**config.mk**
```make
export PLATFORM = sky130hd
export DESIGN_NAME = subtractor_32bit_with_carry
export DESIGN_NICKNAME = d
export VERILOG_FILES = /design/src/rtl/subtractor_32bit_with_carry_pkg.sv /design/src/rtl/subtractor_32bit_with_carry_full_subtractor.sv /design/src/rtl/subtractor_32bit_with_carry.sv
export SDC_FILE = /design/constraint.sdc
export NUM_CORES = 1
export LEC_CHECK = 0
export CAP_MARGIN = 20
export CORE_MARGIN = 2
export CORE_UTILIZATION = 36
export DETAILED_ROUTE_END_ITERATION = 7
export GPL_ROUTABILITY_DRIVEN = 0
export PLACE_DENSITY_LB_ADDON = 0.1
export SYNTH_ARGS = -nofsm -noshare
export SYNTH_HDL_FRONTEND = slang
export SYNTH_SLANG_ARGS = --single-unit
```
**constraint.sdc**
```tcl
create_clock -name clk -period 21.8 [get_ports clk]
set_input_delay 4.36 -clock clk [delete_from_list [all_inputs] [get_ports clk]]
set_output_delay 4.36 -clock clk [all_outputs]
set_load 0.03 [all_outputs]
```
**src/rtl/subtractor_32bit_with_carry_pkg.sv**
```systemverilog
// Shared ALU definitions for the subtract unit: default datapath width and
// the packed result type carried out of the borrow chain.
package subtractor_32bit_with_carry_pkg;

  localparam int unsigned DATA_WIDTH = 32;

  typedef struct packed {
    logic                  borrow;
    logic [DATA_WIDTH-1:0] diff;
  } sub_result_t;

endpackage : subtractor_32bit_with_carry_pkg

```
**src/rtl/subtractor_32bit_with_carry_full_subtractor.sv**
```systemverilog
// One-bit full-subtractor cell: d = a - b - bin, with the borrow out of this bit.
module subtractor_32bit_with_carry_full_subtractor (
  input  logic a_i,
  input  logic b_i,
  input  logic bin_i,
  output logic d_o,
  output logic bout_o
);

  logic a_xor_b_s;

  assign a_xor_b_s = a_i ^ b_i;
  assign d_o       = a_xor_b_s ^ bin_i;
  // Borrow when a=0,b=1, or when a==b and a borrow ripples in from below.
  assign bout_o    = (~a_i & b_i) | (~a_xor_b_s & bin_i);

endmodule : subtractor_32bit_with_carry_full_subtractor

```
**src/rtl/subtractor_32bit_with_carry.sv**
```systemverilog
// Registered unsigned subtractor: ripple-borrow chain of one-bit cells feeding
// an output register; difference/borrow_out appear one clock after A, B, borrow_in.
module subtractor_32bit_with_carry
  import subtractor_32bit_with_carry_pkg::*;
#(
  parameter int unsigned WIDTH = DATA_WIDTH
) (
  input  logic             clk,
  input  logic             rst,
  input  logic [WIDTH-1:0] A,
  input  logic [WIDTH-1:0] B,
  input  logic             borrow_in,
  output logic [WIDTH-1:0] difference,
  output logic             borrow_out
);

  logic [WIDTH:0]   borrow_chain_s;
  logic [WIDTH-1:0] diff_comb_s;
  logic [WIDTH-1:0] diff_d;
  logic [WIDTH-1:0] diff_q;
  logic             borrow_d;
  logic             borrow_q;

  assign borrow_chain_s[0] = borrow_in;

  for (genvar i = 0; i < WIDTH; i++) begin : gen_cell
    subtractor_32bit_with_carry_full_subtractor u_cell (
      .a_i    (A[i]),
      .b_i    (B[i]),
      .bin_i  (borrow_chain_s[i]),
      .d_o    (diff_comb_s[i]),
      .bout_o (borrow_chain_s[i+1])
    );
  end

  always_comb begin
    diff_d   = diff_comb_s;
    borrow_d = borrow_chain_s[WIDTH];
  end

  // Reset wins over new operands so a pending result is discarded.
  always_ff @(posedge clk) begin
    if (rst) begin
      diff_q   <= '0;
      borrow_q <= 1'b0;
    end else begin
      diff_q   <= diff_d;
      borrow_q <= borrow_d;
    end
  end

  assign difference = diff_q;
  assign borrow_out = borrow_q;

endmodule : subtractor_32bit_with_carry

```
==> out/results.md, run 1 <==
| Step | Metric | Value |
|:---|:---|:---|
| route | 1st-pass router iterations | 4 |
| sta | Final setup violating endpoints | 0 |
| power | Reported leakage power | 1.19 nW |
| route | Drt wl/cell | 11.9 microns |
| floorplan | Area of the core | 4290 sq um |
| route | Via/cell ratio | 3.98 |
| yosys | Flip-flop cell with the highest count after synthesis | sky130_fd_sc_hd__dfxtp_1 |
| cts | Sink count of the clock tree | 33 |
| critical path | Number of buffers and inverters on the critical path | 3 |
| cts | Buffer depth of the longest clock path | 2 |
| global routing | Global route total overflow | 0 |
| cts | CTS tree | yes |
| yosys | Fraction of registers with async set or reset after synthesis | 0% |
| critical path | Worst stage delay on the critical path | 0.49 ns |
| cts | H-Tree Level Count | 2 |
| cts | TritonCTS Buffers | 5 |
| critical path | Cell with the largest stage delay on the worst path | sky130_fd_sc_hd__clkdlybuf4s50_1 |
| yosys | Synth Cell Area | 1580 sq um |
| power | Highest ir drop seen on vdd | 0.0321 mV |
| finish | N_diodes | 0 |
| cts | Clock input transition at the sequential cells of the worst setup and hold paths | 0.06 ns |
| floorplan | Vertical extent of the die | 70.3 microns |
| place | HPWL after DPL | 2880 microns |
| sta | Number of endpoints with negative hold slack in the final report | 0 |
| critical path | Count of cell instances traversed by the critical path | 36 |
| place | IO buf count | 99 |
| critical path | Kind of end point of the critical path | flop |
| global routing | First-pass GRT wire length | 5980 microns |
| sta | Final Critical Period | 17.35 ns |
| floorplan | Die outline area | 4950 sq um |
| yosys | Net count of the mapped netlist | 235 |
| sta | Final critical-path share of the clock period | 79.6% |
| yosys | Leading cell type by number of instances after synthesis | sky130_fd_sc_hd__inv_1 |
| sta | RSZ-0062 raised after global routing | false |
| floorplan | I/O Pins | 100 |
| floorplan | Number of rows created at floorplan | 24 |
| sta | Worst Slack Setup Final | 4.45 ns |
| sta | Worst-margin pin slew | 0.355 ns |
| global routing | Met2 Use GR | 27.4% |
| global routing | Total global routing track utilization | 16.0% |
| floorplan | Starting utilization of the core area | 36.9% |
| yosys | Seq/Total Area, Yosys | 41.7% |
| critical path | Worst setup SP type | input port |
| yosys | Synth warn | 0 |
| critical path | Type of the worst setup path | in -> reg |
| finish | Final design area excluding fillers | 2710 sq um |
| yosys | Distinct cell type count of the synthesized netlist | 6 |
| power | Pwr per Cell Area | 66.2 nW/um^2 |
| route | Wirelength, routed | 3470 microns |
| sta | Fin Setup TNS | 0 ns |
| job | Max cap viols | 0 |
| route | DRC violation total after the first TritonRoute iteration | 15 |
| yosys | Area fraction of the dominant cell type after synthesis | 41.7% |
| cts | CTS Hold Buffers Added | 0 |
| place | Post-place instance area | 2630 sq um |
| global routing | Pin count of the biggest net entering global routing | 34 |
| finish | # nets final | 339 |
| critical path | Library cell appearing most often on the critical path | sky130_fd_sc_hd__fa_1 |
| critical path | Worst setup startpoint | A[0] |
| route | Vias | 1162 |
| sta | Worst slew margin | 76.3% |
| hold path | Worst Hold Class | in -> reg |
| global routing | Initial antenna violation count | 0 |
| yosys | Area leader, netlist | sky130_fd_sc_hd__dfxtp_1 |
| critical path | CP arrival | 17.51 ns |
| critical path | Required time of the worst setup path | 21.96 ns |
| route | Post-route antenna net violation count | 0 |
| cts | Setup repair bufs after CTS | 0 |
| route | Drc violations | 0 |
| critical path | Largest delay share family, worst path | adder cells |
| yosys | Count of flip-flops with a built-in enable after synthesis | 0 |
| floorplan | Die X-Extent | 70.3 microns |
| outcome | Status | finished, final reports clean |
| finish | Relative area change from synthesis to final layout | 71.2% |
| critical path | Peak fanout along the critical path | 1 |
| sta | Max Transition Viols Final | 0 |
| global routing | M1 GR Usage | 18.4% |
| sta | Max frequency | 57.6 MHz |
| global routing | Global Route met3 Usage | 4.62% |
| cts | Post-cts repair resize count | 0 |
| cts | Clock Root Buffer | sky130_fd_sc_hd__clkbuf_8 |
| yosys | Gate count after technology mapping | 136 |
| yosys | Top cells by instance count after synthesis | sky130_fd_sc_hd__inv_1 (35), sky130_fd_sc_hd__dfxtp_1 (33), sky130_fd_sc_hd__fa_1 (32) |
| global routing | Number of global-route vias before repair | 1286 |
| global routing | Most congested layer reported by global routing | met2 |
| yosys | Flops & latches, synth | 33 |
| yosys | Syn avg cell area | 11.6 sq um |
| place | Pre-CTS WS | 4.10 ns |
| critical path | Capture point of the critical path | difference[31] |
| yosys | Cell types with the largest area share after synthesis | sky130_fd_sc_hd__dfxtp_1 (42%), sky130_fd_sc_hd__fa_1 (40%), sky130_fd_sc_hd__inv_1 (8.3%) |
| finish | Share of final-layout standard cells stronger than drive strength 1 | 2.92% |
[stage by stage]
stage / hold slack (ns) / total power [mW] / utilization [%] / instances
global placement: 5.07 / 0.135 / 61.1 / 285
global route: 4.81 / 0.191 / 63.1 / 292
detailed placement: 5.08 / 0.136 / 61.1 / 285
floorplan: 4.43 / 0.104 / - / 136
CTS: 4.78 / 0.183 / 63.1 / 292
finish: 4.79 / 0.180 / 63.1 / 292
[cells in the final DEF, fill, tap and decap left out, drive strengths merged]
cell           netlist  final
nor2                31     31
clkdlybuf4s50        0     99
clkbuf               0      7
buf                  3      1
fa                  32     32
nor2b                2      2
dfxtp               33     33
inv                 35     35
[layer usage]
metal | vias to the layer above | wire length [microns]
li1 | 576 | -
met1 | 532 | 1310
met2 | 49 | 1820
met3 | 5 | 265
met4 | 0 | 68
met5 | - | 0
[power by group]
group | internal, mW | switching (mW) | total (mW)
combinational | 0.0320 | 0.0318 | 0.0637
clock | 0.0250 | 0.0208 | 0.0459
sequential | 0.0682 | 0.00178 | 0.0700
total | 0.125 | 0.0544 | 0.180
[worst min path at each step]
| stage | slack, ns | to | cells after the start | start |
|---|---|---|---|---|
| 6_report | 4.79 | difference[8] | 4 | A[8] |
| 5_1_grt | 4.81 | difference[17] | 3 | B[17] |
| 4_1_cts | 4.78 | difference[17] | 4 | A[17] |
| 3_5_place_dp | 5.08 | difference[17] | 4 | A[17] |
| 3_3_place_gp | 5.07 | difference[13] | 4 | A[13] |
| 2_1_floorplan | 4.43 | difference[0] | 1 | rst |
[flip-flops by register name, indices dropped and copies added (netlist names)]
name and flops:
difference 32, borrow_out 1
[logic make-up (layout without fill, tap and decap cells)]
group	count (synthesis)	after routing	synth area share, %
buffers and inverters	38	142	9.72
flip-flops	33	33	41.7
AND/OR/NAND/NOR	33	33	8.14
adder cells (fa/ha/maj)	32	32	40.4
[layout make-up]
cell class,count,area [sq um]
Fill cell,393,1580
Timing Repair Buffer,100,998
Clock buffer,7,86.3
Tap cell,52,65.1
Sequential cell,33,661
Multi-Input combinational cell,65,769
Inverter,35,131
Power figures use the tool's default switching activity.
==> inputs of run 2 (changes only) <==
--- a/config.mk
+++ b/config.mk
@@ -7,7 +7,7 @@
 export LEC_CHECK = 0
 export CAP_MARGIN = 20
 export CORE_MARGIN = 2
-export CORE_UTILIZATION = 36
+export CORE_UTILIZATION = 33
 export DETAILED_ROUTE_END_ITERATION = 7
 export GPL_ROUTABILITY_DRIVEN = 0
 export PLACE_DENSITY_LB_ADDON = 0.1
==> constraint.sdc (replaced) <==
create_clock -name clk -period 15.22 [get_ports clk]
set_input_delay 3.044 -clock clk [delete_from_list [all_inputs] [get_ports clk]]
set_output_delay 3.044 -clock clk [all_outputs]
set_load 0.03 [all_outputs]
==> run 2 against run 1 <==
  * Non-clock buffer count unchanged
  * Setup slack worse by 4.1 ns
  * Sequential share of layout area down 0.52 points
  * Count of clock-buffer cells in the layout up 1
  * Critical path depth unchanged
  * Power up 42%
  * Sequential cell count unchanged
  * Via count up 5.5%
  * Die area up 8.6%
  * Final area up 2.2%
  * Critical path type unchanged
  * Largest cell class unchanged
  * Highest routed layer unchanged
==> out/results.md, run 2 (synthesis gave the netlist of run 1 again) <==
| Step | Metric | Value |
|:---|:---|:---|
| sta | Worst slew margin | 57.1% |
| finish | Final std cells w/o fill | 295 |
| route | Drt wl/cell | 11.6 microns |
| global routing | First-pass GRT wire length | 5530 microns |
| sta | Final setup violating endpoints | 0 |
| route | Drc violations | 0 |
| sta | Number of endpoints with negative hold slack in the final report | 0 |
| critical path | CP arrival | 15.00 ns |
| floorplan | I/O Pins | 100 |
| sta | Worst Slack Setup Final | 0.361 ns |
| sta | Final critical-path share of the clock period | 97.6% |
| finish | Final design area excluding fillers | 2770 sq um |
| finish | Post-layout util | 59.4% |
| power | Post-route total power | 0.255 mW |
| cts | Clock Root Buffer | sky130_fd_sc_hd__clkbuf_8 |
| job | Max cap viols | 0 |
| global routing | Pin count of the biggest net entering global routing | 18 |
| critical path | Cell with the largest stage delay on the worst path | sky130_fd_sc_hd__clkdlybuf4s50_1 |
| critical path | Required time of the worst setup path | 15.36 ns |
| sta | Worst-margin pin slew | 0.642 ns |
| critical path | Worst setup startpoint | A[0] |
| critical path | Worst stage delay on the critical path | 0.49 ns |
| global routing | Number of global-route vias before repair | 1286 |
| finish | N_diodes | 0 |
| global routing | Initial antenna violation count | 0 |
| floorplan | Vertical extent of the die | 73.3 microns |
| place | Post-place instance area | 2640 sq um |
| cts | Sink count of the clock tree | 33 |
| floorplan | Area of the core | 4660 sq um |
| finish | Filler instances | 412 |
| route | Vias | 1226 |
| finish | Leading cell types in the layout, fill and taps excluded | sky130_fd_sc_hd__clkdlybuf4s50_1 (99), sky130_fd_sc_hd__inv_1 (35), sky130_fd_sc_hd__dfxtp_1 (33) |
| finish | Max FFs per register | 32 |
| power | Pwr per Cell Area | 92.2 nW/um^2 |
| critical path | Library cell appearing most often on the critical path | sky130_fd_sc_hd__fa_2 |
| route | 1st-pass router iterations | 4 |
| floorplan | Number of rows created at floorplan | 25 |
| cts | TritonCTS Buffers | 5 |
| sta | Tightest hold margin | 3.47 ns |
| critical path | Worst setup SP type | input port |
| route | Via/cell ratio | 4.16 |
| hold path | Worst min-delay path endpoint | borrow_out |
| cts | H-Tree Level Count | 2 |
| sta | Max frequency | 67.3 MHz |
| sta | Final Critical Period | 14.86 ns |
| cts | Clock input transition at the sequential cells of the worst setup and hold paths | 0.06 ns |
| finish | Most common cell after layout, fill and taps aside | sky130_fd_sc_hd__clkdlybuf4s50_1 |
| critical path | Kind of end point of the critical path | flop |
| sta | Fin Setup TNS | 0 ns |
| route | Post-route antenna net violation count | 0 |
| global routing | Global route total overflow | 0 |
| finish | Relative area change from synthesis to final layout | 74.9% |
| finish | # nets final | 339 |
| floorplan | Starting utilization of the core area | 34.0% |
| sta | RSZ-0062 raised after global routing | false |
| cts | Buffer depth of the longest clock path | 2 |
| cts | CTS tree | yes |
| place | Placed Cells | 287 |
| place | Pre-CTS WS | -0.990 ns |
| route | Wirelength, routed | 3420 microns |
| floorplan | Die X-Extent | 73.3 microns |
| global routing | Total global routing track utilization | 13.9% |
| floorplan | Die outline area | 5370 sq um |
| route | DRC violation total after the first TritonRoute iteration | 26 |
| hold path | Critical hold path startpoint | B[31] |
| finish | Share of final-layout standard cells stronger than drive strength 1 | 12.9% |
| place | IO buf count | 99 |
| hold path | Worst Hold Class | in -> reg |
| sta | Max Transition Viols Final | 0 |
| power | Highest ir drop seen on vdd | 0.0425 mV |
| cts | CTS Hold Buffers Added | 0 |
| critical path | Peak fanout along the critical path | 1 |
| power | Reported leakage power | 1.16 nW |
| critical path | Type of the worst setup path | in -> reg |
| hold path | Cell depth of the worst min-delay path | 4 |
| place | HPWL after DPL | 2880 microns |
| outcome | Status | finished, final reports clean |
[run 2: final cells by class]
cell class                 count  area [sq um]  share of cell area, %
timing repair buffer         100           998                   36.0
multi-input combinational     65           832                   30.0
sequential                    33           661                   23.8
inverter                      35           131                   4.74
clock buffer                   8          80.1                   2.89
tap                           54          67.6                   2.44
[run 2: worst max-delay path by stage]
stage | end | cells after the start | slack, ns
global route | difference[31] | 36 | 0.05
global placement | difference[31] | 36 | -0.83
finish | difference[31] | 36 | 0.36
CTS | difference[31] | 36 | 0.002
floorplan | difference[31] | 36 | 0.04
detailed placement | difference[31] | 36 | -0.99
[run 2: critical path, delay by kind of cell]
family        cells  cell delay, ns
buf+inv           3            0.61
simple gates      1            0.13
fa+ha+maj        32           11.22
[run 2: timing repair]
item	CTS	global route
buffers inserted	0	0
pin swaps	1	1
endpoints found under the setup margin	3	2
resized for setup	15	6
[run 2: power by group]
part	switching [mW]	internal, mW
logic	0.0465	0.0474
registers	0.00257	0.0978
clock network	0.0286	0.0324
total	0.0777	0.178
[run 2: routing by layer]
layer / vias to the layer above / wire length [microns] / global-route usage (%)
li1: 578 / - / -
met5: - / 0 / 0
met4: 0 / 42 / 3.70
met3: 5 / 399 / 7.27
met2: 53 / 1670 / 22.8
met1: 590 / 1310 / 15.8
